**src/rtl/ama_riscv_hazard_scoreboard_if.sv**
```systemverilog
// ama_riscv_hazard_scoreboard_if: ID/EX/WB to scoreboard signal bundle.
interface ama_riscv_hazard_scoreboard_if;
  logic        issue_valid;
  logic        issue_reg_we;
  logic        issue_long;
  logic [4:0]  issue_rd;
  logic [4:0]  rs1_id;
  logic [4:0]  rs2_id;
  logic        rs1_used;
  logic        rs2_used;
  logic        flush_ex;
  logic        wb_valid;
  logic [4:0]  wb_rd;
  logic        stall_id;
  logic [31:0] pending;
  logic [2:0]  outstanding_cnt;
  logic        sb_err;
  modport master (
    output issue_valid, issue_reg_we, issue_long, issue_rd, rs1_id, rs2_id,
           rs1_used, rs2_used, flush_ex, wb_valid, wb_rd,
    input  stall_id, pending, outstanding_cnt, sb_err
  );
  modport slave (
    input  issue_valid, issue_reg_we, issue_long, issue_rd, rs1_id, rs2_id,
           rs1_used, rs2_used, flush_ex, wb_valid, wb_rd,
    output stall_id, pending, outstanding_cnt, sb_err
  );
endinterface

```
**src/rtl/ama_riscv_hazard_scoreboard.sv**
```systemverilog
// ama_riscv_hazard_scoreboard: tracks in-flight long-latency writes and stalls dependent issue in ID.
module ama_riscv_hazard_scoreboard (
  input logic clk,
  input logic rst,
  ama_riscv_hazard_scoreboard_if.slave sb
);
  logic [31:0] pend, pend_nxt, set_m, clr_m;
  logic [2:0]  cnt, cnt_nxt;
  logic        ex_long_vld;
  logic [4:0]  ex_rd;
  logic        err;
  logic        h1, h2, hw, hc, stall, long_iss, wb_ok, wb_bad, fl_ok;
  always_comb begin
    h1       = sb.rs1_used & (sb.rs1_id != 5'd0) & pend[sb.rs1_id];
    h2       = sb.rs2_used & (sb.rs2_id != 5'd0) & pend[sb.rs2_id];
    hw       = sb.issue_reg_we & (sb.issue_rd != 5'd0) & pend[sb.issue_rd];
    hc       = sb.issue_long & (cnt == 3'd4);
    stall    = sb.issue_valid & (h1 | h2 | hw | hc);
    long_iss = sb.issue_valid & ~stall & sb.issue_long & sb.issue_reg_we & (sb.issue_rd != 5'd0);
    wb_ok    = sb.wb_valid & (sb.wb_rd != 5'd0) & pend[sb.wb_rd];
    wb_bad   = sb.wb_valid & ~wb_ok;
    // a flush of an op already retired (or retiring now via WB) must not be counted twice
    fl_ok    = sb.flush_ex & ex_long_vld & pend[ex_rd] & ~(wb_ok & (sb.wb_rd == ex_rd));
    set_m    = long_iss ? (32'd1 << sb.issue_rd) : 32'd0;
    clr_m    = (wb_ok ? (32'd1 << sb.wb_rd) : 32'd0) | (fl_ok ? (32'd1 << ex_rd) : 32'd0);
    pend_nxt = ((pend & ~clr_m) | set_m) & ~32'd1;
    cnt_nxt  = cnt + {2'd0, long_iss} - {2'd0, wb_ok} - {2'd0, fl_ok};
  end
  always_ff @(posedge clk or posedge rst) begin
    if (rst) begin
      pend        <= 32'd0;
      cnt         <= 3'd0;
      ex_long_vld <= 1'b0;
      ex_rd       <= 5'd0;
      err         <= 1'b0;
    end else begin
      pend        <= pend_nxt;
      cnt         <= cnt_nxt;
      ex_long_vld <= long_iss;
      ex_rd       <= sb.issue_rd;
      err         <= err | wb_bad;
    end
  end
  assign sb.stall_id        = stall;
  assign sb.pending         = pend;
  assign sb.outstanding_cnt = cnt;
  assign sb.sb_err          = err;
endmodule

```
**src/flat_wrapper.sv**
```systemverilog
// flat-port wrapper written by rule: the top's interface ports become plain ports
module ama_riscv_hazard_scoreboard_flat 
  (clk, rst, sb_issue_valid, sb_issue_reg_we, sb_issue_long, sb_issue_rd, sb_rs1_id, sb_rs2_id, sb_rs1_used, sb_rs2_used, sb_flush_ex, sb_wb_valid, sb_wb_rd, sb_stall_id, sb_pending, sb_outstanding_cnt, sb_sb_err);
  ama_riscv_hazard_scoreboard_if sb_i ();
  input logic clk;
  input logic rst;
  input wire logic [$bits(sb_i.issue_valid)-1:0] sb_issue_valid;
  input wire logic [$bits(sb_i.issue_reg_we)-1:0] sb_issue_reg_we;
  input wire logic [$bits(sb_i.issue_long)-1:0] sb_issue_long;
  input wire logic [$bits(sb_i.issue_rd)-1:0] sb_issue_rd;
  input wire logic [$bits(sb_i.rs1_id)-1:0] sb_rs1_id;
  input wire logic [$bits(sb_i.rs2_id)-1:0] sb_rs2_id;
  input wire logic [$bits(sb_i.rs1_used)-1:0] sb_rs1_used;
  input wire logic [$bits(sb_i.rs2_used)-1:0] sb_rs2_used;
  input wire logic [$bits(sb_i.flush_ex)-1:0] sb_flush_ex;
  input wire logic [$bits(sb_i.wb_valid)-1:0] sb_wb_valid;
  input wire logic [$bits(sb_i.wb_rd)-1:0] sb_wb_rd;
  output wire logic [$bits(sb_i.stall_id)-1:0] sb_stall_id;
  output wire logic [$bits(sb_i.pending)-1:0] sb_pending;
  output wire logic [$bits(sb_i.outstanding_cnt)-1:0] sb_outstanding_cnt;
  output wire logic [$bits(sb_i.sb_err)-1:0] sb_sb_err;
  assign sb_i.issue_valid = sb_issue_valid;
  assign sb_i.issue_reg_we = sb_issue_reg_we;
  assign sb_i.issue_long = sb_issue_long;
  assign sb_i.issue_rd = sb_issue_rd;
  assign sb_i.rs1_id = sb_rs1_id;
  assign sb_i.rs2_id = sb_rs2_id;
  assign sb_i.rs1_used = sb_rs1_used;
  assign sb_i.rs2_used = sb_rs2_used;
  assign sb_i.flush_ex = sb_flush_ex;
  assign sb_i.wb_valid = sb_wb_valid;
  assign sb_i.wb_rd = sb_wb_rd;
  assign sb_stall_id = sb_i.stall_id;
  assign sb_pending = sb_i.pending;
  assign sb_outstanding_cnt = sb_i.outstanding_cnt;
  assign sb_sb_err = sb_i.sb_err;
  ama_riscv_hazard_scoreboard u_core (.clk(clk), .rst(rst), .sb(sb_i));
endmodule
```
**config.mk**
```make
export PLATFORM = sky130hd
export DESIGN_NAME = ama_riscv_hazard_scoreboard_flat
export DESIGN_NICKNAME = d
export VERILOG_FILES = /design/src/rtl/ama_riscv_hazard_scoreboard_if.sv /design/src/rtl/ama_riscv_hazard_scoreboard.sv /design/src/flat_wrapper.sv
export SDC_FILE = /design/constraint.sdc
export NUM_CORES = 1
export LEC_CHECK = 0
export BUFFER_PORTS_ARGS = -buffer_cell sky130_fd_sc_hd__buf_2
export CAP_MARGIN = 0
export CORE_UTILIZATION = 44
export CTS_BUF_LIST = sky130_fd_sc_hd__clkbuf_16
export CTS_CLUSTER_DIAMETER = 80
export CTS_CLUSTER_SIZE = 8
export DETAILED_ROUTE_END_ITERATION = 7
export MAX_ROUTING_LAYER = met4
export PLACE_DENSITY_LB_ADDON = 0.2
export SLEW_MARGIN = 40
export SYNTH_ARGS = -nofsm -noshare
export SYNTH_HDL_FRONTEND = slang
export SYNTH_SLANG_ARGS = --single-unit
```
**constraint.sdc**
```tcl
create_clock -name clk -period 8.1 [get_ports clk]
set_clock_uncertainty 0.2 [all_clocks]
set_input_delay 0.405 -clock clk [delete_from_list [all_inputs] [get_ports clk]]
set_output_delay 0.405 -clock clk [all_outputs]
set_load 0.03 [all_outputs]
```
==> qor.yml <==
status: "finished clean"
critPathKind: "flop to flop"
h-tree-depth: 2
viasPerCell: 7.33
finalNetCount: 431
postLayoutCoreUtil: 0.520
portBuffers: 64
period_minus_slack_ps: 3770
internal_power_mw: 0.447
leakage_nw: 1.68
grt_max_degree: 42
yosysSeqAreaShare: 0.286
post_cts_resized: 0
grt_overflow: 0
synth_nets: 387
fmax_mhz: 265
rr_worst_depth: 14
cap_violations: 0
async_flop_share: 1.00
yosys-top-cells-area: "dfrtp_1, mux4_2, o221ai_1"
ys_types: 53
ios: 66
yosys.area.top_type: "dfrtp_1"
seqPwrFrac: 0.403
endpoint_kind: "flop"
dp_hpwl_mm: 9.46
finalSetupViolations: 0
coreArea_mm2: 0.00781
drc: 0
cts.sinks: 41
clk_transition_reported_paths_ps: 70
cts_buffers: 5
crit_start: "u_core.ex_rd[0]$_DFF_PP0_"
report.final.slew_viol_count: 0
ys_warn_count: 0
switching_share: 0.403
switchingPower_mw: 0.302
ant_nets: 0
finalPower_mw: 0.749
ctsHoldBuffers: 0
synth_edf_count: 0
grt_pass1_wl_mm: 19.9
critPathRequiredTime_ps: 8110
root_buffer: "clkbuf_16"
drive_above_1_share: 0.283
track_usage: 0.328
hold_ws_ps: 48.5
ir_worst_vdd_mv: 0.115
hold_viol_final: 0
pwr-share-comb: 0.327
fp.dieW_um: 92.3
arrival_ps: 3780
pwr_density_cell_mw_per_mm2: 185
drt-pass1-iter-count: 5
die_y_um: 92.3
wl_per_cell_um: 26.7
synth_top_area_frac: 0.286
syn_area_mm2: 0.00358
wl_mm: 13.4
clockPowerShare: 0.270
design.die.area_mm2: 0.00851
areaGrowthSynthToFinish_pct: 13.3
cts_tree: "built"
clk_path_buf_depth: 2
hold_class: "input port to asynchronous set/reset pin"
ys_seq_elements: 41
gp_congestion: 1.05
worstReg2RegStart: "u_core.ex_rd[0]$_DFF_PP0_"
start_util: 0.459
relSlewSlack: 0.462
vias: 3670
rsz0062_at_grt: "false"
antenna_found_initial: 0
setup_tns_ps: 0
worst_pin_slew_ps: 804
drt-initial-drc-count: 499
cts_setup_buffers: 0
ys.flop_type: "dfrtp_1"
grt_pass1_vias: 3414
min_period_over_period: 0.465
n_antenna_cell: 0
avgSynthCellArea_um2: 10.1
cp-start-kind: "flop"
critPathMaxFanout: 17
clkLatencyLatePin_ps: 290
rows: 32
synthCells: 354
[power groups by stage]
| stage | registers, mW | clock network (mW) | logic, mW |
|---|---|---|---|
| after global placement | 0.301 | 0 | 0.240 |
| final | 0.302 | 0.203 | 0.245 |
| after floorplan | 0.317 | 0 | 0.135 |
| after global routing | 0.302 | 0.211 | 0.262 |
| after detailed placement | 0.301 | 0 | 0.243 |
| after CTS | 0.297 | 0.204 | 0.244 |
[metrics by stage]
stage | worst slack (ps) | instance area [um2] | std cells
finish | 4330 | 4060 | 501
global route | 4120 | 4060 | 501
CTS | 4360 | 4060 | 501
detailed placement | 4260 | 3910 | 493
global placement | 4310 | 3910 | 493
floorplan | 4680 | 3580 | 354
[state kept, by name, summed over array words and instances, names as in the netlist]
name and cells:
u_core.ex_long_vld 1, u_core.ex_rd 5, u_core.sb.pending 31, u_core.sb.outstanding_cnt 3, u_core.sb.sb_err 1
[synthesized netlist by cell type, types with 2 or more instances]
master,number
a211oi_1,3
xnor2_1,4
o311a_1,3
clkbuf_1,15
nand4_1,7
nand2b_1,8
o221ai_1,29
o2111ai_1,3
nand2_1,21
nor4_1,2
a21oi_1,5
o21ai_0,34
mux4_1,6
ha_1,4
o211ai_1,9
buf_4,2
nand3b_1,3
mux4_2,23
mux2_2,10
mux2i_1,21
nand3_1,15
nand4b_1,2
xor2_1,3
o31ai_1,3
buf_1,3
buf_2,7
dfrtp_1,41
inv_1,8
o22ai_1,2
nor2b_1,8
or3_1,5
or4b_2,2
nor2_1,16
nor3_1,5
a211oi_2,2
nor3b_1,2
a31oi_1,2
[layout by cell type (no fill, tap or decap), drive strengths merged, types with 5 or more instances in the layout]
cell type and n:
inv 9, dfrtp 41, o21ai 35, mux2 10
buf 65, nor2b 8, mux4 29, nand3 15
o211ai 9, a211oi 5, o221ai 29, nand2 21
mux2i 21, nand2b 8, nand4 7, nor3 5
a21oi 5, nor2 16, or3 5, clkbuf 5
[cells by family after synthesis]
family          share of synthesized area
simple gates                        0.148
compound gates                      0.211
mux                                 0.279
other cells                       0.00105
buf+inv                            0.0443
flops                               0.286
xor+xnor                           0.0171
fa+ha+maj                          0.0140
[cell type report]
class                      instances  area, um2
multi-input combinational        277       2400
clock inverter                     3       25.0
tap                              102        128
timing repair buffer              65        328
sequential                        41       1030
inverter                           8       30.0
fill                             750       3750
clock buffer                       5        125
[path summary, 6_finish.rpt]
kind                                                               end  slack (ps)
min in group clk                             u_core.ex_rd[4]$_DFF_PP0_         120
worst max register to register  u_core.sb.outstanding_cnt[2]$_DFF_PP0_        4330
worst min register to register              u_core.sb.sb_err$_DFF_PP0_         250
worst min-delay path            u_core.sb.outstanding_cnt[2]$_DFF_PP0_          50
max in group asynchronous              u_core.sb.pending[14]$_DFF_PP0_        7270
worst max-delay path            u_core.sb.outstanding_cnt[2]$_DFF_PP0_        4330
[layer usage]
metal	share of wire	vias to the layer above	global-route usage
met1	0.40	1821	0.441
met3	0.11	49	0.0522
met5	0	-	-
li1	-	1521	-
met4	0.040	0	0.148
met2	0.45	279	0.488
[critical path, stage by stage, from the launching register on]
cell and delay (ps):
dfrtp_1 820, mux4_2 580, mux2_2 290, nand3_1 80, o21ai_1 210, nor2_1 240, o21ai_0 130, o31a_1 160
ha_1 170, nor2b_1 110, ha_1 230, inv_1 50, ha_1 140, xnor2_1 130, xnor2_1 130
Note: power is estimated with default switching activity, not from simulation.
